## src/rtl/uart_tx_arbiter.sv

```systemverilog
// Round-robin arbiter sharing one uart_tx among NUM_REQ byte requesters,
// with an inter-frame guard gap and a watchdog on the transmitter's done.
module uart_tx_arbiter #(
    parameter int NUM_REQ      = 4,
    parameter int GAP_CLKS     = 2,
    parameter int TIMEOUT_CLKS = 4096
) (
    input  logic                       i_Clock,
    input  logic                       i_Rst_L,
    input  logic [NUM_REQ-1:0]         i_Req,
    input  logic [8*NUM_REQ-1:0]       i_Req_Byte,
    output logic [NUM_REQ-1:0]         o_Ack,
    output logic [NUM_REQ-1:0]         o_Done,
    output logic                       o_Err,
    output logic                       o_Busy,
    output logic [$clog2(NUM_REQ)-1:0] o_Grant_Idx,
    output logic                       o_Tx_DV,
    output logic [7:0]                 o_Tx_Byte,
    input  logic                       i_Tx_Done
);

    localparam int IDX_W = $clog2(NUM_REQ);
    localparam int WD_W  = (TIMEOUT_CLKS > 2) ? $clog2(TIMEOUT_CLKS) : 1;
    localparam int GAP_W = (GAP_CLKS > 0) ? $clog2(GAP_CLKS + 1) : 1;

    localparam logic [IDX_W-1:0] IDX_LAST = IDX_W'(NUM_REQ - 1);
    localparam logic [WD_W-1:0]  WD_LAST  = WD_W'(TIMEOUT_CLKS - 1);
    localparam logic [GAP_W-1:0] GAP_LAST = GAP_W'((GAP_CLKS > 0) ? GAP_CLKS - 1 : 0);

    typedef enum logic [1:0] {
        S_IDLE      = 2'd0,
        S_WAIT_DONE = 2'd1,
        S_GAP       = 2'd2
    } state_t;

    localparam state_t S_AFTER = (GAP_CLKS > 0) ? S_GAP : S_IDLE;

    state_t             r_state;
    logic [WD_W-1:0]    r_wd;
    logic [GAP_W-1:0]   r_gap;
    logic [IDX_W-1:0]   r_grant;
    logic [NUM_REQ-1:0] r_ack;
    logic [NUM_REQ-1:0] r_done;
    logic               r_err;
    logic               r_dv;
    logic [7:0]         r_byte;

    logic [7:0]         w_bytes [NUM_REQ];
    logic               w_any;
    logic [IDX_W-1:0]   w_win;
    int                 w_pos;

    for (genvar g = 0; g < NUM_REQ; g++) begin : g_unpack
        assign w_bytes[g] = i_Req_Byte[8*g +: 8];
    end

    // Handshake: i_Req[k] is a level held with a stable byte until o_Ack[k]
    // pulses for one clock; the byte is captured on that same edge.
    always_comb begin
        w_any = 1'b0;
        w_win = r_grant;
        w_pos = 0;
        for (int k = 1; k <= NUM_REQ; k++) begin
            w_pos = (int'(r_grant) + k) % NUM_REQ;
            if (!w_any && i_Req[IDX_W'(w_pos)]) begin
                w_any = 1'b1;
                w_win = IDX_W'(w_pos);
            end
        end
    end

    always_ff @(posedge i_Clock) begin
        if (!i_Rst_L) begin
            r_state <= S_IDLE;
            r_grant <= IDX_LAST;
            r_wd    <= '0;
            r_gap   <= '0;
            r_ack   <= '0;
            r_done  <= '0;
            r_err   <= 1'b0;
            r_dv    <= 1'b0;
            r_byte  <= '0;
        end else begin
            r_ack  <= '0;
            r_done <= '0;
            r_err  <= 1'b0;
            r_dv   <= 1'b0;
            case (r_state)
                S_IDLE: begin
                    if (w_any) begin
                        r_byte       <= w_bytes[w_win];
                        r_dv         <= 1'b1;
                        r_ack[w_win] <= 1'b1;
                        r_grant      <= w_win;
                        r_wd         <= '0;
                        r_state      <= S_WAIT_DONE;
                    end
                end
                S_WAIT_DONE: begin
                    // Done is checked first so it wins over a coincident timeout.
                    if (i_Tx_Done) begin
                        r_done[r_grant] <= 1'b1;
                        r_gap           <= '0;
                        r_state         <= S_AFTER;
                    end else if (r_wd == WD_LAST) begin
                        r_err   <= 1'b1;
                        r_gap   <= '0;
                        r_state <= S_AFTER;
                    end else begin
                        r_wd <= r_wd + WD_W'(1);
                    end
                end
                S_GAP: begin
                    if (r_gap == GAP_LAST) begin
                        r_state <= S_IDLE;
                    end else begin
                        r_gap <= r_gap + GAP_W'(1);
                    end
                end
                default: r_state <= S_IDLE;
            endcase
        end
    end

    assign o_Ack       = r_ack;
    assign o_Done      = r_done;
    assign o_Err       = r_err;
    assign o_Busy      = (r_state != S_IDLE);
    assign o_Grant_Idx = r_grant;
    assign o_Tx_DV     = r_dv;
    assign o_Tx_Byte   = r_byte;

endmodule
```

## config.mk

```make
export PLATFORM = sky130hd
export DESIGN_NAME = uart_tx_arbiter
export DESIGN_NICKNAME = d
export VERILOG_FILES = /design/src/rtl/uart_tx_arbiter.sv
export SDC_FILE = /design/constraint.sdc
export NUM_CORES = 1
export LEC_CHECK = 0
export ABC_AREA = 1
export BUFFER_PORTS_ARGS = -buffer_cell sky130_fd_sc_hd__buf_2
export CAP_MARGIN = 20
export CORE_ASPECT_RATIO = 2
export CORE_MARGIN = 10
export CORE_UTILIZATION = 31
export CTS_BUF_LIST = sky130_fd_sc_hd__clkbuf_4 sky130_fd_sc_hd__clkbuf_8
export CTS_CLUSTER_DIAMETER = 60
export DETAILED_ROUTE_END_ITERATION = 6
export HOLD_SLACK_MARGIN = 0.02
export SKIP_LAST_GASP = 1
export SYNTH_ARGS = -nofsm -noshare
export SYNTH_HDL_FRONTEND = slang
export SYNTH_SLANG_ARGS = --single-unit
```

## constraint.sdc

```tcl
create_clock -name i_Clock -period 2.2 [get_ports i_Clock]
set_input_delay 0.11 -clock i_Clock [delete_from_list [all_inputs] [get_ports i_Clock]]
set_output_delay 0.11 -clock i_Clock [all_outputs]
set_load 0.005 [all_outputs]
```

Word level (Yosys, flattened, before mapping)
Cells that the tools add are included.
{ "op_classes": {"addsub": 6, "magnitude_cmp": 9, "n_eq_ne": 10, "n_mux": 42, "n_bitwise": 3, "reduce_logical": 20} }
{ "ops": {"columns": ["op", "count"], "rows": [
  ["$mux W12", 3],
  ["$pmux W12 S2", 1],
  ["$mux W2", 11],
  ["$bmux W8 S2", 1],
  ["$lt A2 B4 Y1 const B", 4],
  ["$mux W1", 16],
  ["$mux W8", 2],
  ["$add A12 B1 Y12 const B", 1],
  ["$eq A12 B12 Y1 const B", 1],
  ["$reduce_and A3 Y1", 4],
  ["$ne A2 B2 Y1 const B", 5],
  ["$bmux W1 S2", 4],
  ["$add A2 B1 Y2 const B", 3],
  ["$lt A2 B3 Y1 const B", 2],
  ["$pmux W2 S3", 1],
  ["$reduce_bool A2 Y1", 3],
  ["$logic_and A1 B1 Y1", 5],
  ["$add A2 B2 Y2 const B", 2],
  ["$demux W1 S2", 2],
  ["$eq A2 B1 Y1 const B", 2],
  ["$ge A2 B1 Y1 const B", 2],
  ["$pmux W2 S2", 1],
  ["$reduce_and A2 Y1", 2],
  ["$reduce_and A4 Y1", 1],
  ["8 further kinds", 11]
]} }
{ "word_totals": {"register_bits": 36, "input_bits": 39, "elab_cells": 99} }

Logic depth before layout (Yosys ltp)
Gate-level depths: netlist of run 1.
{ "depth": {"word_depth": 18, "ltp_mapped": 15, "ltp_nobuf": 14} }

Worst setup path before layout of run 1
No wires, ideal clock.
{ "synth_path": {"kind": "flip-flop to flip-flop", "startpoint": "reg r_grant[0], in the netlist o_Grant_Idx[0]", "endpoint": "reg r_byte[1], in the netlist o_Tx_Byte[1]", "setup_ns": 0.119, "t_arrival_ns": 1.936, "setup_slack_ns": 0.145, "path_stages_with_launch": 16, "n_path_buf": 2, "period_less_slack_ns": 2.055, "cell_sequence": "dfxtp_1 buf_6 inv_8 ha_1 inv_2 nand2_4 nand2_4 inv_6 nand2_2 nand2_4 nand2_8 buf_8 nand2_1 nand2_1 nand2_1 nand3_1"} }
{ "synth_via": {"elab_chain_cells": 18} }
{ "synth_lines": {"columns": ["element", "line", "text"], "rows": [
  ["start: declaration", "41", "logic [IDX_W-1:0] r_grant;"],
  ["start signal: assignment", "94", "r_grant <= w_win;"],
  ["$add A2 B1 Y2", "64", "w_pos = (int'(r_grant) + k) % NUM_REQ;"],
  ["$bmux W1 S2", "65", "if (!w_any && i_Req[IDX_W'(w_pos)]) begin"],
  ["$mux W1 (implied by the code) (2 in series)", "65", null],
  ["$mux W1", "65", null],
  ["$logic_not A1 Y1", "65", null],
  ["$logic_and A1 B1 Y1", "65", null],
  ["$mux W1", "65", null],
  ["$logic_not A1 Y1", "65", null],
  ["$logic_and A1 B1 Y1", "65", null],
  ["$mux W1", "65", null],
  ["$logic_not A1 Y1", "65", null],
  ["$logic_and A1 B1 Y1", "65", null],
  ["$mux W2", "65", null],
  ["$not A2 Y3 (implied by the code)", "91", "r_byte <= w_bytes[w_win];"],
  ["$bmux W8 S2", "91", null],
  ["$mux W8 (implied by the code) (2 in series)", "91", null],
  ["end signal: assignment", "91", null],
  ["end: declaration", "46", "logic [7:0] r_byte;"]
]} }
Parallel ways exist; a longest one is shown, timed or not. The select of a mux whose other input is x is not followed.
A chain may end at the register's enable or synchronous reset.

Worst setup path in the final report of run 1
{ "layout_path": {"startpoint": "reg r_grant[0], in the netlist o_Grant_Idx[0]", "endpoint": "reg r_byte[2], in the netlist o_Tx_Byte[2]"} }
The elaborated chain is that of the path after synthesis.

==> impl_metrics.yaml, run 1 <==
status:
  outcome: "completed"
synth:
  synth_cells: 306
  synth_simple_gate_area_share_pct: 47.9
  synthMuxAreaShare_pct: 0
  synth_area_per_cell_sq_um: 7.30
  syn_area_sq_um: 2230
  ys_ff_latch: 36
  yosysUniqueCellTypes: 33
  synthAdderAreaFrac_pct: 3.36
  synth_top_family_by_area: "simple AND/OR/NAND/NOR gates"
  syn-num-nets: 351
  ys_seq_area_share_pct: 32.3
  yosys_warnings: 0
  synth_xor_xnor_area_share_pct: 0.784
  synth_compound_area_share_pct: 7.06
placed_design:
  globalplace.congestion: 0.869
  io_buffer_count: 59
  hpwl_mm: 5.30
global_route:
  grt-ovfl-total: 0
  antenna_found_initial: 0
  grtUsageTotal_pct: 11.5
  grt_start_max_net_pins: 17
  grt_pass1_vias: 2225
  grt_pass1_wl_mm: 10.2
critical_path:
  crit_family: "simple AND/OR/NAND/NOR gates"
  critical_path_class: "reg -> reg"
  rrSetupSlack_ns: 0.22
  cp_num_buf_inv: 2
  worstRegToRegCells: 13
  required_ns: 2.40
  timing.rr.start: "o_Grant_Idx[0]"
  endpoint_kind: "register"
  critPathSlowestCell: "ha_2"
  cp-start-kind: "register"
  path_max_fanout: 10
  startpoint: "o_Grant_Idx[0]"
  reg2reg_to: "o_Tx_Byte[2]"
  max_stage_delay_ns: 0.42
  cp.arrival_ns: 2.18
  path_cells: "inv_8, ha_2, inv_2, nand3_2, nand2_4, nor2_8, nand2_2, nand2_4, nand2_8, nand2_2, o21ai_0, nor2_1, nand2_1"
sta:
  worst_pin_slew_ns: 0.345
  hold_viol_final: 0
  fin_setup_tns_ns: 0
  setup_viol: 0
  period_minus_slack_ns: 1.98
  rsz0062_at_grt: "false"
  period_share_pct: 90.0
  skew_ns: 0.00813
  whs_ns: 0.0799
  drv_slew: 0
  fmax_mhz: 505
  slew_headroom_pct: 77.0
clocking:
  clock_latency_ns: 0.30
  clock-root-buffer: "clkbuf_8"
  cts_tree: "built"
  cts_made_buffers: 5
  clock_path_buffers: 2
  cts.sinks: 36
  htree_levels: 2
  cts.clk_slew.worst_paths_ns: 0.08
hold_path:
  hold-path-endpoint: "o_Tx_Byte[4]"
  hold_start: "i_Req_Byte[20]"
  hold_class: "in -> reg"
  worstHoldPathCells: 3
pwr:
  p_leak_nw: 1.32
  p_per_area_nw_per_um2: 1190
  vdd_ir_drop_max_v: 0.000594
routing:
  wl_mm: 6.43
  routed_via_density: 4.66
  vias: 2167
  wl_per_cell_microns: 13.8
  route.detailed.drc: 0
  dr.first_iter.drc_count: 120
  antenna_left: 0
  drtPass1Iterations: 4
floorplanning:
  start_util_pct: 31.9
  rows: 43
  fp.dieW_microns: 80.0
  die_y_microns: 140
  core_area_sq_um: 6990
  die_area_sq_um: 11200
  ios: 60
layout:
  layout-drive-gt1-share_pct: 31.2
  fillCellCount: 779
  nets: 420
  syn_to_final_growth_pct: 23.6
  n_antenna_cell: 0
job:
  max_cap_viol_count: 0
cells by family (layout without fill, tap and decap cells):
family | Yosys count | in the layout
adder cells (fa/ha/maj) | 6 | 6
flip-flops | 36 | 36
XOR/XNOR | 2 | 2
AO/OA/AOI/OAI | 27 | 27
AND/OR/NAND/NOR | 196 | 196
buffers and inverters | 39 | 108
worst max-delay path by stage:
stage | to | slack (ns) | depth (start not counted)
final | o_Tx_Byte[2] | 0.22 | 13
after global routing | r_wd[10] | 0.03 | 11
after CTS | o_Tx_Byte[0] | 0.05 | 10
after detailed placement | o_Tx_Byte[2] | 0.08 | 13
after global placement | o_Tx_Byte[2] | 0.12 | 13
after floorplan | o_Tx_Byte[1] | 0.14 | 15
state kept, by name (all words and copies together) (netlist names):
register	cells
r_state	2
o_Tx_DV	1
o_Err	1
r_wd	12
o_Grant_Idx	2
o_Done	4
o_Tx_Byte	8
o_Ack	4
r_gap	2
power breakdown:
| group | total, mW | switching [mW] | internal, mW |
|---|---|---|---|
| logic | 1.93 | 1.27 | 0.657 |
| clock network | 0.533 | 0.254 | 0.279 |
| registers | 0.829 | 0.0563 | 0.773 |
| total | 3.29 | 1.58 | 1.71 |
what timing repair did:
item | 4_1_cts | 5_1_grt
setup buffers | 0 | 0
hold endpoints to repair | 1 | 0
hold buffers | 1 | 0
resized for setup | 0 | 2
setup endpoints to repair | 0 | 9
tightest hold or removal path, stage by stage:
cell,delay [ns]
buf_2,0.08
nand3_1,0.07
nand4_1,0.09
area by class of cell:
type / instances / area (sq um) / area share [%]
Clock buffer: 7 / 96.3 / 3.49
Sequential cell: 36 / 722 / 26.2
Inverter: 35 / 144 / 5.21
Multi-Input combinational cell: 231 / 1320 / 47.9
Tap cell: 90 / 113 / 4.08
Timing Repair Buffer: 66 / 363 / 13.1
per-layer routing:
layer  wire length [microns]  part of all wire [%]  up-vias  GRT usage, %
li1                        -                     -     1132             -
met1                    2230                    35      975          9.72
met2                    3720                    58       43          22.6
met3                     241                   3.7       17          2.05
met4                     242                   3.8        0          7.65
met5                       0                     0        -             0
cells in the final DEF, fill, tap and decap left out, types with 6 or more instances in the layout:
master	synthesis	layout
a21oi_1	11	11
nand2_1	82	82
inv_1	26	26
buf_2	0	59
nand2_2	10	10
nand3_1	33	33
nor2_1	32	32
nand4_1	9	9
o21ai_0	8	8
dfxtp_1	36	35
nand2_4	10	10
inv_2	6	6
clkbuf_8	0	7
Yosys cell counts, drive strengths merged:
cell type	n	share of area [%]
nor4	2	0.56
nor3	5	1.3
ha	6	3.4
nand3	39	11
or3	1	0.28
inv	34	6.3
nand2	104	23
nor2	36	8.3
a32oi	1	0.39
o21ai	11	2.5
xor2	2	0.78
clkinv	1	0.17
a21oi	13	3.6
nand4	9	2.5
dfxtp	36	32
a31oi	1	0.28
a21o	1	0.34
buf	4	2.2
per-stage QoR:
step | instance area [sq um] | utilization (%) | total power, mW | std cells | setup WS [ns]
after floorplan | 2230 | - | 2.37 | 306 | 0.145
after global placement | 2650 | 37.9 | 2.76 | 457 | 0.116
after detailed placement | 2650 | 37.9 | 2.79 | 457 | 0.0791
after CTS | 2760 | 39.4 | 3.32 | 465 | 0.0539
after global routing | 2760 | 39.5 | 3.55 | 465 | 0.0272
final | 2760 | 39.5 | 3.29 | 465 | 0.220
No activity file was read; power rests on OpenSTA's default activity.
==> inputs of run 2 (changes only) <==
CORE_ASPECT_RATIO = unset   (was 2)
==> run 2 against run 1 <==
Net effect: final area decreased by 0.18%; sequential power about the same; first-iteration DRC count decreased by 43%; total power decreased by 2.4%; wire length decreased by 11%; die area decreased by 1.8%; final cell count increased by 1.3%; fmax decreased by 2.2%; register-to-register slack got worse by 0.05 ns; critical endpoint is now o_Tx_Byte[5]; utilization increased by 0.43 points; worst hold slack got worse by 0.036 ns; clock-buffer cell count decreased by 1.
==> impl_metrics.yaml, run 2 (synthesis gave the netlist of run 1 again) <==
routing:
  wl_met1_mm: 2.53
  antenna_left: 0
  dr_wl_met3_microns: 128
  dr.first_iter.drc_count: 69
  route.detailed.drc: 0
  met2WireLength_mm: 2.97
  wl_mm: 5.69
  wl_per_cell_microns: 12.1
  top_layer: "met4"
  vias: 2119
  routed_via_density: 4.50
  drtPass1Iterations: 4
critical_path:
  max_stage_delay_ns: 0.43
  worstRegToRegCells: 14
  endpoint_kind: "register"
  critPathSlowestCell: "dfxtp_1"
  critical_path_class: "reg -> reg"
  rrSetupSlack_ns: 0.17
  path_max_fanout: 16
  cp-start-kind: "register"
  reg2reg_to: "o_Tx_Byte[5]"
  timing.rr.start: "o_Grant_Idx[0]"
  cp.arrival_ns: 2.26
  path_cells: "inv_8, ha_2, inv_2, nand2_4, nand2_4, inv_6, nand2_2, nand2_4, nand2_8, nor2_8, nand3_1, nand2_1, inv_1, nand2_1"
  cp_num_buf_inv: 4
  critPathMostFrequentCell: "nand2_4"
  crit_family: "simple AND/OR/NAND/NOR gates"
  required_ns: 2.43
placed_design:
  globalplace.congestion: 0.850
  placed_area_sq_um: 2660
  io_buffer_count: 59
  dpl_worst_slack_ns: 0.121
  hpwl_mm: 4.75
  place_inst: 463
pwr:
  vdd_ir_drop_max_v: 0.000730
  p_leak_nw: 1.32
  p_per_area_nw_per_um2: 1170
hold_path:
  worstHoldPathCells: 2
  hold_class: "in -> reg"
  hold-path-endpoint: "o_Err"
  hold_start: "i_Tx_Done"
sta:
  period_minus_slack_ns: 2.03
  slew_headroom_pct: 75.5
  setup_ws_ns: 0.174
  period_share_pct: 92.1
  drv_slew: 0
  hold_viol_final: 0
  fmax_mhz: 494
  rsz0062_at_grt: "true"
  worst_pin_slew_ns: 0.366
  setup_viol: 0
  skew_ns: 0.00623
clocking:
  htree_levels: 2
  cts.sinks: 36
  post-cts-setup-buffers: 0
  clock-root-buffer: "clkbuf_8"
  cts.clk_slew.worst_paths_ns: 0.08
  clock_path_buffers: 2
  clock_latency_ns: 0.29
  cts_tree: "built"
  cts_made_buffers: 5
global_route:
  grt_pass1_vias: 2130
  grtUsageTotal_pct: 10.5
  grt_pass1_wl_mm: 9.79
  antenna_found_initial: 0
  grt-ovfl-total: 0
  grt_start_max_net_pins: 17
layout:
  final_cells: 471
  final_area_sq_um: 2760
  final_util_pct: 39.9
  layout_commonest_cell: "nand2_1"
  most-common-layout-cells: "nand2_1, buf_2, dfxtp_1, nand3_1, nor2_1"
  layout-drive-gt1-share_pct: 31.5
  largest_reg_flops: 12
  syn_to_final_growth_pct: 23.4
  n_antenna_cell: 0
  nets: 419
  regMostFlops: "r_wd"
floorplanning:
  rows: 30
  die_y_microns: 105
  die_area_sq_um: 11000
  ios: 60
  core_area_sq_um: 6910
  start_util_pct: 32.3
  fp.dieW_microns: 105
status:
  outcome: "completed"
job:
  max_cap_viol_count: 0
[run 2: cell count changes in the layout (fill, tap and decap cells not counted)]
cell           change
clkbuf_8           -1
nand2_1            -1
dlygate4sd3_1      -1
clkinv_2           +2
dfxtp_1            +1
dfxtp_2            -1
nand2_2            +1
[run 2: how the worst max path moves through the flow]
stage              startpoint           end  slack [ns]  depth (start not counted)
6_report       o_Grant_Idx[0]  o_Tx_Byte[5]        0.17                         14
5_1_grt        o_Grant_Idx[0]  o_Tx_Byte[7]      -0.008                         13
2_1_floorplan  o_Grant_Idx[0]  o_Tx_Byte[1]        0.14                         15
4_1_cts        o_Grant_Idx[0]  o_Tx_Byte[5]        0.10                         14
3_3_place_gp   o_Grant_Idx[0]  o_Tx_Byte[2]        0.12                         13
3_5_place_dp   o_Grant_Idx[0]  o_Tx_Byte[2]        0.12                         14
[run 2: layout make-up]
type | count | area [sq um]
Fill cell | 739 | 4150
Tap cell | 96 | 120
Inverter | 35 | 144
Sequential cell | 36 | 721
Multi-Input combinational cell | 231 | 1330
Timing Repair Buffer | 65 | 353
Clock buffer | 6 | 82.6
Clock inverter | 2 | 10.0
[run 2: per-layer routing]
layer,global-route usage (%),vias up
met5,0,-
met1,11.9,959
met2,18.6,27
met4,3.82,0
met3,2.46,6
li1,-,1127
[run 2: power breakdown]
part           switching [mW]  internal [mW]  leakage (nW)
Sequential             0.0555          0.771         0.294
Combinational            1.25          0.656         0.972
Clock                   0.238          0.250        0.0510
[run 2: repair_timing]
item,in CTS,in global routing
setup endpoints to repair,0,8
hold buffers,0,0
gates resized for setup,0,2
[run 2: through the flow]
step	hold slack (ns)	power, mW	TNS [ns]
after floorplan	0.189	2.37	0
after global placement	0.343	2.75	0
after detailed placement	0.345	2.76	0
after CTS	0.0379	3.25	0
after global routing	0.0446	3.50	-0.00769
final	0.0436	3.22	0
==> inputs of run 3 (changes only) <==
CELL_PAD_IN_SITES_DETAIL_PLACEMENT = 0   (was unset)
CELL_PAD_IN_SITES_GLOBAL_PLACEMENT = 1   (was unset)
MAX_ROUTING_LAYER = met4   (was unset)
PLACE_DENSITY_LB_ADDON = 0.1   (was unset)
==> run 3 against run 2 <==
Net effect: worst hold slack better by 0.027 ns; die area unchanged; critical path depth did not move; via count decreased by 0.66%; utilization rose by 0.20 points.
==> impl_metrics.yaml, run 3 (synthesis gave the netlist of run 1 again) <==
status:
  outcome: "completed"
routing:
  drtPass1Iterations: 4
  dr.first_iter.drc_count: 58
  route.detailed.drc: 0
  routed_via_density: 4.46
  wl_mm: 5.88
  vias: 2105
  top_layer: "met4"
  met2WireLength_mm: 2.71
  dr_wl_met3_microns: 261
  antenna_left: 0
  wl_met1_mm: 2.85
  wl_per_cell_microns: 12.5
clocking:
  cts_tree: "built"
  clock_path_buffers: 2
  htree_levels: 2
  cts.sinks: 36
  cts_made_buffers: 5
  clock_latency_ns: 0.29
  clock-root-buffer: "clkbuf_8"
  cts.clk_slew.worst_paths_ns: 0.07
layout:
  syn_to_final_growth_pct: 24.0
  layout-drive-gt1-share_pct: 31.1
  final_area_sq_um: 2770
  regMostFlops: "r_wd"
  largest_reg_flops: 12
  most-common-layout-cells: "nand2_1, buf_2, dfxtp_1, nand3_1, nor2_1"
  nets: 420
  final_cells: 472
  n_antenna_cell: 0
  layout_commonest_cell: "nand2_1"
  final_util_pct: 40.1
hold_path:
  hold_start: "i_Req_Byte[24]"
  worstHoldPathCells: 3
  hold-path-endpoint: "o_Tx_Byte[0]"
  hold_class: "in -> reg"
sta:
  worst_pin_slew_ns: 0.491
  setup_viol: 0
  slew_headroom_pct: 67.2
  period_share_pct: 89.7
  period_minus_slack_ns: 1.97
  fmax_mhz: 507
  rsz0062_at_grt: "false"
  skew_ns: 0.00860
  drv_slew: 0
  fin_setup_tns_ns: 0
  hold_viol_final: 0
placed_design:
  hpwl_mm: 4.72
  globalplace.congestion: 0.807
  placed_area_sq_um: 2650
  place_inst: 463
  io_buffer_count: 59
job:
  max_cap_viol_count: 0
floorplanning:
  die_y_microns: 105
  core_area_sq_um: 6910
  start_util_pct: 32.3
  fp.dieW_microns: 105
  rows: 30
  die_area_sq_um: 11000
  ios: 60
critical_path:
  reg2reg_to: "o_Tx_Byte[2]"
  cp-start-kind: "register"
  timing.rr.start: "o_Grant_Idx[0]"
  endpoint_kind: "register"
  critical_path_class: "reg -> reg"
  path_max_fanout: 8
  required_ns: 2.43
  cp.arrival_ns: 2.21
  worstRegToRegCells: 14
  rrSetupSlack_ns: 0.23
global_route:
  grt_start_max_net_pins: 18
  antenna_found_initial: 0
  grt-ovfl-total: 0
  grtUsageTotal_pct: 11.0
  grt_pass1_wl_mm: 9.88
  grt_pass1_vias: 2173
pwr:
  p_leak_nw: 1.33
  p_per_area_nw_per_um2: 1200
  vdd_ir_drop_max_v: 0.000528
  finalPower_mw: 3.31
-- run 3: changes by cell type in the layout (fill, tap and decap cells not counted) --
cell	delta
buf_12	-1
buf_4	+1
bufinv_16	+1
clkbuf_4	+1
clkbuf_8	-1
clkinv_2	-1
dlygate4sd3_1	+1
nand2_1	+1
nand2_2	-1
-- run 3: what timing repair did --
| action | CTS | global route |
|---|---|---|
| endpoints found under the hold margin | 1 | 0 |
| endpoints found under the setup margin | 0 | 5 |
| gates resized for setup | 0 | 1 |
| buffers inserted | 0 | 0 |
| hold buffers | 1 | 0 |
-- run 3: stage by stage --
step	setup slack [ns]	hold WS, ns
6_report	0.226	0.0710
2_1_floorplan	0.145	0.189
5_1_grt	0.0277	0.0790
3_3_place_gp	0.136	0.324
4_1_cts	0.113	0.0568
3_5_place_dp	0.137	0.324
-- run 3: power breakdown --
| part | internal (mW) | total (mW) | switching (mW) |
|---|---|---|---|
| Sequential | 0.772 | 0.827 | 0.0556 |
| Combinational | 0.640 | 1.89 | 1.25 |
| Clock | 0.349 | 0.593 | 0.244 |
-- run 3: layer usage --
metal	track usage, %	vias up
met3	3.07	5
met5	-	-
met4	3.53	0
li1	-	1134
met2	17.4	42
met1	13.0	924
-- run 3: worst max path at each step --
stage                         endpoint  cells past startpoint           start
after floorplan           o_Tx_Byte[1]                     15  o_Grant_Idx[0]
after global placement    o_Tx_Byte[2]                     13  o_Grant_Idx[0]
after detailed placement  o_Tx_Byte[2]                     13  o_Grant_Idx[0]
after CTS                 o_Tx_Byte[2]                     13  o_Grant_Idx[0]
after global routing      o_Tx_Byte[2]                     13  o_Grant_Idx[0]
final                     o_Tx_Byte[2]                     14  o_Grant_Idx[0]
-- run 3: final cells by class --
cell class	instances	area (sq um)
fillers	788	4140
well taps	96	120
repair buffers	66	350
multi-input cells	231	1320
inverters	35	144
clock buffers	6	76.3
flip-flops and latches	36	721
clock inverters	2	35.0
-- run 3: worst max-delay path, stage by stage (launching register included) --
cell and delay, ns:
dfxtp_1 0.44, inv_8 0.03, ha_2 0.41, inv_2 0.08, nand3_2 0.10, nand2_4 0.07
nor2_8 0.14, nand2_2 0.08, nand2_4 0.09, nand2_8 0.09, nor2_8 0.12, inv_2 0.07
nor2_1 0.10, nor2_1 0.06, nand2_1 0.05
